`src/rtl/addsub_pkg.sv`:
```
// Shared types and helpers for the chunked adder-subtractor.
// Saturation helper is only referenced when ADDSUB_SAT_EN is defined.
package addsub_pkg;

  localparam logic MODE_ADD = 1'b0;
  localparam logic MODE_SUB = 1'b1;

  typedef enum logic [1:0] {
    ST_IDLE = 2'd0,
    ST_BUSY = 2'd1,
    ST_DONE = 2'd2
  } state_e;

  // Signed saturation limit for the given operand sign, width <= 64.
  function automatic logic [63:0] sat_value(input logic sign_bit, input int unsigned width);
    logic [63:0] min_neg;
    min_neg = 64'd1 << (width - 32'd1);
    return sign_bit ? min_neg : (min_neg - 64'd1);
  endfunction

endpackage

```
`src/rtl/addsub_chunk.sv`:
```
// Combinational CHUNK-bit ripple-carry adder slice; also exposes the
// carry into its MSB so the caller can form signed overflow.
module addsub_chunk #(
  parameter int unsigned CHUNK = 4
) (
  input  logic [CHUNK-1:0] a_i,
  input  logic [CHUNK-1:0] b_i,
  input  logic             c_i,
  output logic [CHUNK-1:0] sum_c_o,
  output logic             cout_c_o,
  output logic             cmsb_c_o
);

  logic [CHUNK:0] carry;

  always_comb begin
    carry    = '0;
    sum_c_o  = '0;
    carry[0] = c_i;
    for (int unsigned i = 0; i < CHUNK; i++) begin
      sum_c_o[i]  = a_i[i] ^ b_i[i] ^ carry[i];
      carry[i+1]  = (a_i[i] & b_i[i]) | (carry[i] & (a_i[i] ^ b_i[i]));
    end
  end

  assign cout_c_o = carry[CHUNK];
  assign cmsb_c_o = carry[CHUNK-1];

endmodule

```
`src/rtl/addsub_seq.sv`:
```
// Multi-cycle add/sub: WIDTH-bit operands pushed CHUNK bits per cycle through
// one shared ripple slice. Define ADDSUB_SAT_EN for signed saturation of oS.
module addsub_seq
  import addsub_pkg::*;
#(
  parameter int unsigned WIDTH = 16,
  parameter int unsigned CHUNK = 4
) (
  input  logic             iClk,
  input  logic             iRst,
  input  logic             iValid,
  output logic             oReady,
  input  logic             iSub,
  input  logic [WIDTH-1:0] iA,
  input  logic [WIDTH-1:0] iB,
  output logic             oValid,
  input  logic             iReady,
  output logic [WIDTH-1:0] oS,
  output logic             oC,
  output logic             oV
);

  localparam int unsigned N     = WIDTH / CHUNK;
  localparam int unsigned CNT_W = (N > 1) ? $clog2(N) : 1;
  localparam int unsigned PAD   = WIDTH - CHUNK;

  state_e             state_q, state_d;
  logic [WIDTH-1:0]   a_q, a_d, b_q, b_d, res_q, res_d, s_q, s_d;
  logic [CNT_W-1:0]   cnt_q, cnt_d;
  logic               sub_q, sub_d, carry_q, carry_d;
  logic               c_q, c_d, v_q, v_d;
  logic               ready_q, ready_d, valid_q, valid_d;

  logic [CHUNK-1:0]   sum_c;
  logic               cout_c, cmsb_c;

  // Operands are shifted right each cycle so the active chunk is always at bit 0.
  addsub_chunk #(.CHUNK(CHUNK)) u_chunk (
    .a_i      (a_q[CHUNK-1:0]),
    .b_i      (b_q[CHUNK-1:0]),
    .c_i      (carry_q),
    .sum_c_o  (sum_c),
    .cout_c_o (cout_c),
    .cmsb_c_o (cmsb_c)
  );

  always_ff @(posedge iClk) begin
    if (iRst) begin
      state_q <= ST_IDLE;
      a_q     <= '0;
      b_q     <= '0;
      res_q   <= '0;
      s_q     <= '0;
      cnt_q   <= '0;
      sub_q   <= 1'b0;
      carry_q <= 1'b0;
      c_q     <= 1'b0;
      v_q     <= 1'b0;
      ready_q <= 1'b1;
      valid_q <= 1'b0;
    end else begin
      state_q <= state_d;
      a_q     <= a_d;
      b_q     <= b_d;
      res_q   <= res_d;
      s_q     <= s_d;
      cnt_q   <= cnt_d;
      sub_q   <= sub_d;
      carry_q <= carry_d;
      c_q     <= c_d;
      v_q     <= v_d;
      ready_q <= ready_d;
      valid_q <= valid_d;
    end
  end

  always_comb begin
    state_d = state_q;
    a_d     = a_q;
    b_d     = b_q;
    res_d   = res_q;
    s_d     = s_q;
    cnt_d   = cnt_q;
    sub_d   = sub_q;
    carry_d = carry_q;
    c_d     = c_q;
    v_d     = v_q;

    case (state_q)
      ST_IDLE: begin
        if (iValid) begin
          a_d     = iA;
          b_d     = (iSub == MODE_ADD) ? iB : ~iB;
          sub_d   = iSub;
          carry_d = (iSub == MODE_SUB);
          cnt_d   = '0;
          state_d = ST_BUSY;
        end
      end
      ST_BUSY: begin
        // Result fills from the top: after N shifts the first chunk sits at bit 0.
        res_d   = (res_q >> CHUNK) | (WIDTH'(sum_c) << PAD);
        a_d     = a_q >> CHUNK;
        b_d     = b_q >> CHUNK;
        carry_d = cout_c;
        cnt_d   = cnt_q + CNT_W'(1);
        if (cnt_q == CNT_W'(N - 1)) begin
          state_d = ST_DONE;
          c_d     = cout_c ^ sub_q;
          v_d     = cout_c ^ cmsb_c;
`ifdef ADDSUB_SAT_EN
          s_d     = (cout_c ^ cmsb_c) ? WIDTH'(sat_value(a_q[CHUNK-1], WIDTH)) : res_d;
`else
          s_d     = res_d;
`endif
        end
      end
      ST_DONE: begin
        if (iReady) state_d = ST_IDLE;
      end
      default: state_d = ST_IDLE;
    endcase

    ready_d = (state_d == ST_IDLE);
    valid_d = (state_d == ST_DONE);
  end

  assign oReady = ready_q;
  assign oValid = valid_q;
  assign oS     = s_q;
  assign oC     = c_q;
  assign oV     = v_q;

endmodule

```
`config.mk`:
```
export PLATFORM = sky130hd
export DESIGN_NAME = addsub_seq
export DESIGN_NICKNAME = d
export VERILOG_FILES = /design/src/rtl/addsub_pkg.sv /design/src/rtl/addsub_chunk.sv /design/src/rtl/addsub_seq.sv
export SDC_FILE = /design/constraint.sdc
export NUM_CORES = 1
export LEC_CHECK = 0
export CORE_MARGIN = 2
export CORE_UTILIZATION = 40
export DETAILED_ROUTE_END_ITERATION = 16
export GPL_TIMING_DRIVEN = 0
export PLACE_DENSITY = 0.68
export REMOVE_ABC_BUFFERS = 1
export SYNTH_ARGS = -nofsm -noshare
export SYNTH_HDL_FRONTEND = slang
export SYNTH_SLANG_ARGS = --single-unit
```
`constraint.sdc`:
```
create_clock -name iClk -period 6.3 [get_ports iClk]
set_input_delay 1.89 -clock iClk [delete_from_list [all_inputs] [get_ports iClk]]
set_output_delay 1.89 -clock iClk [all_outputs]
set_load 0.005 [all_outputs]
```
---- Word-level counts from Yosys, hierarchy flattened ----
Cells that the tools add are included.
cells by class
  add/subtract/negate cells ............... 1
  equal/unequal tests ..................... 5
  multiplexer cells ....................... 13
  bitwise gates (word level) .............. 24
  reductions and logical operators ........ 6
operators by type and width
  operator                                                         count
  16-bit case mux with 2 select lines                              2
  16-bit 2-to-1 mux                                                3
  16-bit NOT                                                       1
  12-bit by 16-bit bitwise OR with 16-bit output                   1
  1-bit XOR                                                        10
  1-bit AND                                                        8
  2-bit 2-to-1 mux                                                 4
  2-bit == test, second input constant                             3
  2-bit case mux with 3 select lines                               1
  2-bit AND reduction                                              3
  2-bit logical NOT                                                2
  1-bit bitwise OR                                                 4
  2-bit case mux with 2 select lines                               1
  2-bit by 1-bit adder with 2-bit output, second input constant    1
  2-bit by 1-bit == test with 1-bit output, second input constant  1
  2-bit inequality test, second input constant                     1
  1-bit case mux with 2 select lines                               1
  2-bit nonzero test                                               1
  1-bit 2-to-1 mux                                                 1
storage, ports and cells
  flip-flop bits (word level) ............. 74
  output and inout port bits .............. 20
  logic and storage cells ................. 61

---- Depth between registers and ports, before layout ----
Gate-level depths: netlist of the first run.
  depth in word-level cells ............... 10
  depth in mapped cells ................... 10
  depth with buffers taken out ............ 10

---- Hierarchy ----
From an unflattened synthesis of the first run, not the netlist that was laid out.
unflattened totals
  cell total of the unflattened synthesis .. 317
  area, all modules ....................... 2840.2 um2
modules (own cells, without submodules)
  module        instances  cells an instance  area each (um2)
  addsub_seq    1          305                2730.1
  addsub_chunk  1          12                 110.1

---- Worst setup path after synthesis of the first run ----
Ideal clock, no wire load.
  kind .................................... input port to flip-flop
  start ................................... input port iSub
  end ..................................... register b_q[11]
  library setup time ...................... 123 ps
  arrival time ............................ 2823 ps
  required time ........................... 6177 ps
  setup slack ............................. 3355 ps
  stages .................................. 5
  buffers on the path ..................... 2
  cells stage by stage .................... buf_2 buf_2 xnor2_1 nor2_1 a221o_2
on the way
  longest elaborated chain between the ends .. 3
ends and longest elaborated chain
  item                                 line              text
  start: declaration                   addsub_seq.sv:13  input logic iSub,
  16-bit 2-to-1 mux                    addsub_seq.sv:93  b_d = (iSub == MODE_ADD) ? iB : ~iB;
  16-bit 2-to-1 mux                    addsub_seq.sv:91  if (iValid) begin
  16-bit case mux with 2 select lines  addsub_seq.sv:89  case (state_q)
  end signal: assignment               addsub_seq.sv:51  b_q <= '0;
  end signal: assignment               addsub_seq.sv:64  b_q <= b_d;
  end: declaration                     addsub_seq.sv:28  logic [WIDTH-1:0] a_q, a_d, b_q, b_d, res_q, res_d, s_q, s_d;
Every way passes these cells. The select of a mux whose other input is x is not followed.
A chain may end at the register's enable or synchronous reset.

---- Worst setup path after layout of the first run ----
  start ................................... input port iValid
  end ..................................... register b_q[6]
on the way
  longest elaborated chain between the ends .. 2
ends and longest elaborated chain
  item                             line              text
  start: declaration               addsub_seq.sv:11  input logic iValid,
  2-bit inequality test (no line)  -
  2-bit AND reduction (no line)    -
Every way passes these cells.

==> results of run 1 <==
## cells by family after synthesis
group,synth area share (%)
compound gates,21.3
simple gates,14.8
flops,49.5
buf+inv,5.61
fa+ha+maj,3.27
xor+xnor,5.57
## cells in the mapped netlist (all sizes together)
library cell / n / area, um^2
a22o: 1 / 8.76
o21ai: 1 / 5.00
nor3b: 1 / 12.5
or4b: 1 / 13.8
o22ai: 12 / 75.1
buf: 13 / 80.1
a22oi: 9 / 67.6
dfxtp: 70 / 1400
and3b: 1 / 8.76
nand2b: 2 / 12.5
a21o: 1 / 7.51
nand2: 53 / 199
nand3b: 1 / 7.51
xnor2: 14 / 123
o21bai: 1 / 7.51
and2b: 1 / 7.51
nor2: 40 / 150
a21oi: 29 / 145
clkbuf: 12 / 45.0
inv: 9 / 33.8
fa: 4 / 80.1
a221o: 12 / 131
ha: 1 / 12.5
xor2: 4 / 35.0
or3: 1 / 6.26
a221oi: 2 / 17.5
a211oi: 17 / 128
o21ba: 1 / 10.0
## metal layers
| layer | vias to the layer above | track usage [%] |
|---|---|---|
| met3 | 9 | 3.39 |
| li1 | 1170 | - |
| met1 | 1017 | 19.7 |
| met4 | 0 | 6.61 |
| met5 | - | 0 |
| met2 | 65 | 24.2 |
## worst reg2reg max path, cell delays in order (launching register included)
cell and delay (ns):
dfxtp_1 0.40, fa_1 0.19, inv_1 0.04, fa_1 0.35
inv_1 0.08, fa_1 0.21, inv_1 0.07, fa_1 0.43
a22o_1 0.25, a211oi_1 0.23
## final timing paths
path          start      end  slack, ns  depth (start not counted)
max reg2reg  a_q[0]  carry_q       3.97                          9
min           oS[7]    oS[7]       0.45                          2
max          iValid   b_q[6]       2.95                          4
min reg2reg   oS[7]    oS[7]       0.45                          2
## report_power, final
group / internal [W] / switching (W)
logic: 0.0000556 / 0.0000510
registers: 0.000465 / 0.0000143
clock network: 0.000192 / 0.000164
total: 0.000712 / 0.000229
## cell type report
class                   count  area, um^2  share of cell area (%)
clock buffers              10         138                    3.82
clock inverters             6        61.3                    1.70
inverters                   9        33.8                   0.938
multi-input cells         210        1270                    35.3
flip-flops and latches     70        1400                    38.9
well taps                  96         120                    3.34
repair buffers             57         576                    16.0
## cells in the final DEF (no fill, tap or decap), types with 2 or more instances in the layout
master,instances
inv_1,9
nor2_1,40
clkbuf_8,10
dfxtp_1,70
a221oi_1,2
nand2b_1,2
a221o_2,9
xnor2_1,14
a221o_1,3
fa_1,4
xor2_1,4
a21oi_1,29
clkdlybuf4s50_1,55
nand2_1,53
a211oi_1,17
o22ai_1,12
clkinv_2,3
a22oi_1,9
## stage by stage
step | utilization, % | power [W]
6_report | 52.7 | 0.000941
3_5_place_dp | 49.8 | 0.000597
3_3_place_gp | 49.6 | 0.000593
4_1_cts | 52.7 | 0.000951
5_1_grt | 52.7 | 0.000981
2_1_floorplan | - | 0.000546
## sequential cells by signal, indices dropped and copies added (netlist names)
name and count:
b_q 16, carry_q 1, oReady 1, oV 1
oValid 1, state_q 2, oS 16, oC 1
cnt_q 2, a_q 16, res_q 12, sub_q 1
==> reports/metrics.cfg, run 1 <==
[die]
die_area_mm2 = 0.00777
io_pins = 57
die_height_um = 88.1
start_util_pct = 41.4
core_area_mm2 = 0.00683
die_x_um = 88.1
std_cell_rows = 30

[cts]
hold_buffers = 0
cts_htree_levels = 3
cts_tree = done
clk_latency_ns = 0.34
clkSinkCount = 70
post_cts_buffers = 0
cts_resized = 0
cts_buffers = 9
clockBufferDepth = 2
clockRootBuffer = clkbuf_8
clkSlewWorstSetupHoldPaths_ns = 0.07

[logic_synthesis]
ys_seq_area_share_pct = 49.5
syn-cell-area_mm2 = 0.00283
syn_area_per_cell_um2 = 9.02
synth_cell_types = 31
yosys_warnings = 0
ys_ff_latch = 70
syn_inst = 314

[finish]
finalNonFillerCells = 458
fin_nets = 399
fillers = 673
design_area_mm2 = 0.00360
area_delta_synth_final_pct = 27.2
n_antenna_cell = 0
drive_gt1_share_pct = 8.29

[worst_setup_path]
worstPathArrival_ns = 3.63
crit_slowest_cell = nor2_1
critPathTopFamily = simple AND/OR/NAND/NOR gates
crit_chain = clkdlybuf4s50_1, o21ba_2, nor2_1, a221o_2
slowest_delay_ns = 0.63
worstSetupPathType = primary input to flop
end_kind = flop
worst_setup_path_start_kind = primary input
required_ns = 6.58
cp_num_buf_inv = 1
worst-path-max-fanout = 13

[timing]
tightest_slew_ns = 1.05
finalSetupTns_ns = 0
drv_slew = 0
period_share_pct = 53.2
timing.fmax_mhz = 298
setup_viol = 0
skew_ns = 0.00600
layout_setup_ws_ns = 2.95
rsz0062_at_grt = false
hold_violations = 0
fin_hold_ws_ns = 0.453
slew_headroom_pct = 29.7
finalCriticalPeriod_ns = 3.35

[place]
place_ws_ns = 2.59
place_area_mm2 = 0.00340
hpwlAfterDp_um = 3850
place_inst = 442
port_buffers = 56
gp_congestion = 0.777

[routing]
drtPass1Iterations = 4
wl_met1_um = 2700
wl_met3_um = 279
drt-initial-drc-count = 78
vias = 2261
top_layer = met4
wirelength_um = 5640
drc_errors = 0
dr_wl_met2_um = 2560
vias_per_cell = 4.94
wl_per_cell_um = 12.3
drtAntennaViolNets = 0

[pwr]
ir_drop_v = 0.000160
p_leak_nw = 1.28
cellPowerDensity_mw_per_mm2 = 261

[grt]
overflow = 0
grt_max_degree = 42
antenna_found_initial = 0
track_usage_pct = 15.1
grt_pass1_vias = 2029
grt_first_pass_wirelength_um = 9180

[hold_path]
hold_class = flop to flop

[run_status]
outcome = complete, no violations

[flow_run]
drv_cap = 0

No activity file was read; power rests on OpenSTA's default activity.
==> inputs of run 2 (changes only) <==
==> constraint.sdc (replaced) <==
create_clock -name iClk -period 3.2 [get_ports iClk]
set_input_delay 0.96 -clock iClk [delete_from_list [all_inputs] [get_ports iClk]]
set_output_delay 0.96 -clock iClk [all_outputs]
set_load 0.005 [all_outputs]
==> results of run 2 <==
Same layout as run 1 (identical final DEF). Status: complete, no violations.
Among the figures that moved: setup slack after placement 2.59 ns -> 0.419 ns; setup slack after layout 2.95 ns -> 0.776 ns; register-to-register setup slack 3.97 ns -> 0.87 ns; total power 0.000941 W -> 0.00185 W; worst IR drop on VDD 0.000160 V -> 0.000316 V
==> inputs of run 3 (changes only) <==
--- a/config.mk
+++ b/config.mk
@@ -9,7 +9,7 @@
 export CORE_UTILIZATION = 40
 export DETAILED_ROUTE_END_ITERATION = 16
 export GPL_TIMING_DRIVEN = 0
-export PLACE_DENSITY = 0.68
+export PLACE_DENSITY = 0.7
 export REMOVE_ABC_BUFFERS = 1
 export SYNTH_ARGS = -nofsm -noshare
 export SYNTH_HDL_FRONTEND = slang
==> constraint.sdc (replaced) <==
create_clock -name iClk -period 2.2 [get_ports iClk]
set_input_delay 0.66 -clock iClk [delete_from_list [all_inputs] [get_ports iClk]]
set_output_delay 0.66 -clock iClk [all_outputs]
set_load 0.005 [all_outputs]
==> run 3 against run 2 <==
  * Setup slack got worse by 0.75 ns
  * Wire length shrank 0.89%
  * Via count increased by 1.8%
  * Final area up 0.66%
  * First-iteration DRC count is 45% higher
  * Critical path type is now flop to flop
  * Final cell count unchanged
  * Largest cell class unchanged
  * Register-to-register slack worse by 0.85 ns
==> reports/metrics.cfg, run 3 (synthesized netlist as in run 1, its figures left out) <==
[cts]
cts_tree = done
clockRootBuffer = clkbuf_8
clkSlewWorstSetupHoldPaths_ns = 0.07  ; about the same
clkSinkCount = 70  ; unchanged
cts_htree_levels = 3  ; unchanged
hold_buffers = 0  ; unchanged
clk_latency_ns = 0.34  ; about the same
cts_buffers = 9  ; unchanged
clockBufferDepth = 2  ; unchanged

[place]
hpwlAfterDp_um = 3790  ; -1.5%
gp_congestion = 0.751  ; -3.3%
place_inst = 442  ; unchanged
port_buffers = 56  ; unchanged
place_area_mm2 = 0.00340  ; unchanged

[routing]
drtAntennaViolNets = 0  ; unchanged
drtPass1Iterations = 4  ; unchanged
vias_per_cell = 5.03  ; +1.8%
wl_per_cell_um = 12.2  ; -0.89%
vias = 2302  ; +1.8%
drt-initial-drc-count = 113  ; +45%
wirelength_um = 5590  ; -0.89%
drc_errors = 0  ; unchanged

[finish]
design_area_mm2 = 0.00362  ; +0.66%
fillers = 658  ; -2.2%
fin_nets = 400  ; +0.25%
layout_common_cells = dfxtp_1 (68), clkdlybuf4s50_1 (54), nand2_1 (53), nor2_1 (39), a21oi_1 (28)
drive_gt1_share_pct = 11.9  ; +3.6 points
final_common_cell = dfxtp_1
area_delta_synth_final_pct = 28.0
finalNonFillerCells = 458  ; unchanged
n_antenna_cell = 0  ; unchanged

[pwr]
power_frac_comb_pct = 12.3  ; +1.0 points
seqPwrFrac_pct = 53.4  ; +2.5 points
p_total_w = 0.00258
p_leak_nw = 1.29  ; +0.79%
ir_drop_v = 0.000323
cellPowerDensity_mw_per_mm2 = 711
p_sw_w = 0.000614
swShare_pct = 23.8
clkPwrFrac_pct = 34.3  ; -3.5 points
power.internal_w = 0.00196

[timing]
timing.fmax_mhz = 459
skew_ns = 0.00692  ; +0.000919 ns
period_share_pct = 99.0
hold_violations = 0  ; unchanged
slew_headroom_pct = 38.9  ; +9.2 points
finalSetupTns_ns = 0  ; unchanged
setup_viol = 0  ; unchanged
rsz0062_at_grt = true
fin_hold_ws_ns = 0.453  ; +0.000326 ns
tightest_slew_ns = 0.915  ; -0.137 ns
finalCriticalPeriod_ns = 2.18
drv_slew = 0  ; unchanged

[worst_setup_path]
worst_setup_path_start_kind = flop
worst-path-max-fanout = 2  ; -11
worstSetupPathType = flop to flop
worst-r2r-cell-count = 8  ; -1
required_ns = 2.46
worstPathArrival_ns = 2.44
end_kind = flop

[die]
std_cell_rows = 30  ; unchanged
die_height_um = 88.1  ; unchanged
core_area_mm2 = 0.00683  ; unchanged
die_x_um = 88.1  ; unchanged
die_area_mm2 = 0.00777  ; unchanged
start_util_pct = 41.4  ; unchanged
io_pins = 57  ; unchanged

[flow_run]
drv_cap = 0  ; unchanged

[grt]
track_usage_pct = 15.7  ; +0.55 points
grt_max_degree = 44  ; +4.8%
overflow = 0  ; unchanged
antenna_found_initial = 0  ; unchanged
grt_first_pass_wirelength_um = 9410  ; +2.5%
grt_pass1_vias = 2147  ; +5.8%

[hold_path]
hold_class = flop to flop
hold_depth = 2  ; unchanged

[run_status]
outcome = complete, no violations

## run 3: cell types whose count changed in the layout (fill, tap and decap cells not counted), moves of 2 or more
cell / previous run / this run
fa_1: 4 / 0
fa_2: 0 / 4
a211oi_1: 17 / 14
a211oi_2: 0 / 3
clkbuf_1: 0 / 3
inv_1: 9 / 6
inv_2: 0 / 3
clkinv_2: 3 / 1
dfxtp_1: 70 / 68
dfxtp_2: 0 / 2
## run 3: power by group through the flow
stage               clock (W)  combinational (W)  sequential [W]
floorplan                   0           0.000172         0.00139
global placement            0           0.000299         0.00140
detailed placement          0           0.000307         0.00140
CTS                  0.000918           0.000309         0.00137
global route         0.000969           0.000354         0.00138
finish               0.000885           0.000317         0.00138
## run 3: stage by stage
| stage | worst slack [ns] | utilization [%] |
|---|---|---|
| detailed placement | -0.278 | 49.8 |
| floorplan | 0.0700 | - |
| global route | -0.0751 | 53.1 |
| finish | 0.0224 | 53.1 |
| global placement | -1.70 | 49.6 |
| CTS | 0.0133 | 52.4 |
## run 3: path summary, 6_finish.rpt
check          from         to  slack [ns]
min           oS[9]      oS[9]        0.45
min reg2reg   oS[9]      oS[9]        0.45
max reg2reg  b_q[0]  res_q[15]        0.02
max          b_q[0]  res_q[15]        0.02
## run 3: area by class of cell
type / count / area (um^2) / area share [%]
clock buffers: 14 / 163 / 4.49
clock inverters: 1 / 5.00 / 0.138
inverters: 9 / 33.8 / 0.932
multi-input cells: 210 / 1310 / 36.2
flip-flops and latches: 70 / 1400 / 38.7
well taps: 96 / 120 / 3.31
repair buffers: 58 / 586 / 16.2
## run 3: repair_timing
action                                  in CTS  in global routing
pin swaps                                    0                  9
endpoints found under the setup margin       5                 19
resized for setup                            4                 13
buffers inserted                             0                  1
## run 3: critical path, cell delays in order (launching register included)
cell and delay (ns):
dfxtp_2 0.34, fa_2 0.38, inv_2 0.06, fa_2 0.18, inv_2 0.04, fa_2 0.37
inv_2 0.07, fa_2 0.46, a211oi_2 0.21
## run 3: metal layers
| layer | track usage (%) | routed length (um) | up-vias |
|---|---|---|---|
| met5 | 0 | 0 | - |
| li1 | - | - | 1168 |
| met4 | 6.89 | 123 | 0 |
| met2 | 25.6 | 2590 | 55 |
| met1 | 18.8 | 2580 | 1069 |
| met3 | 5.37 | 291 | 10 |
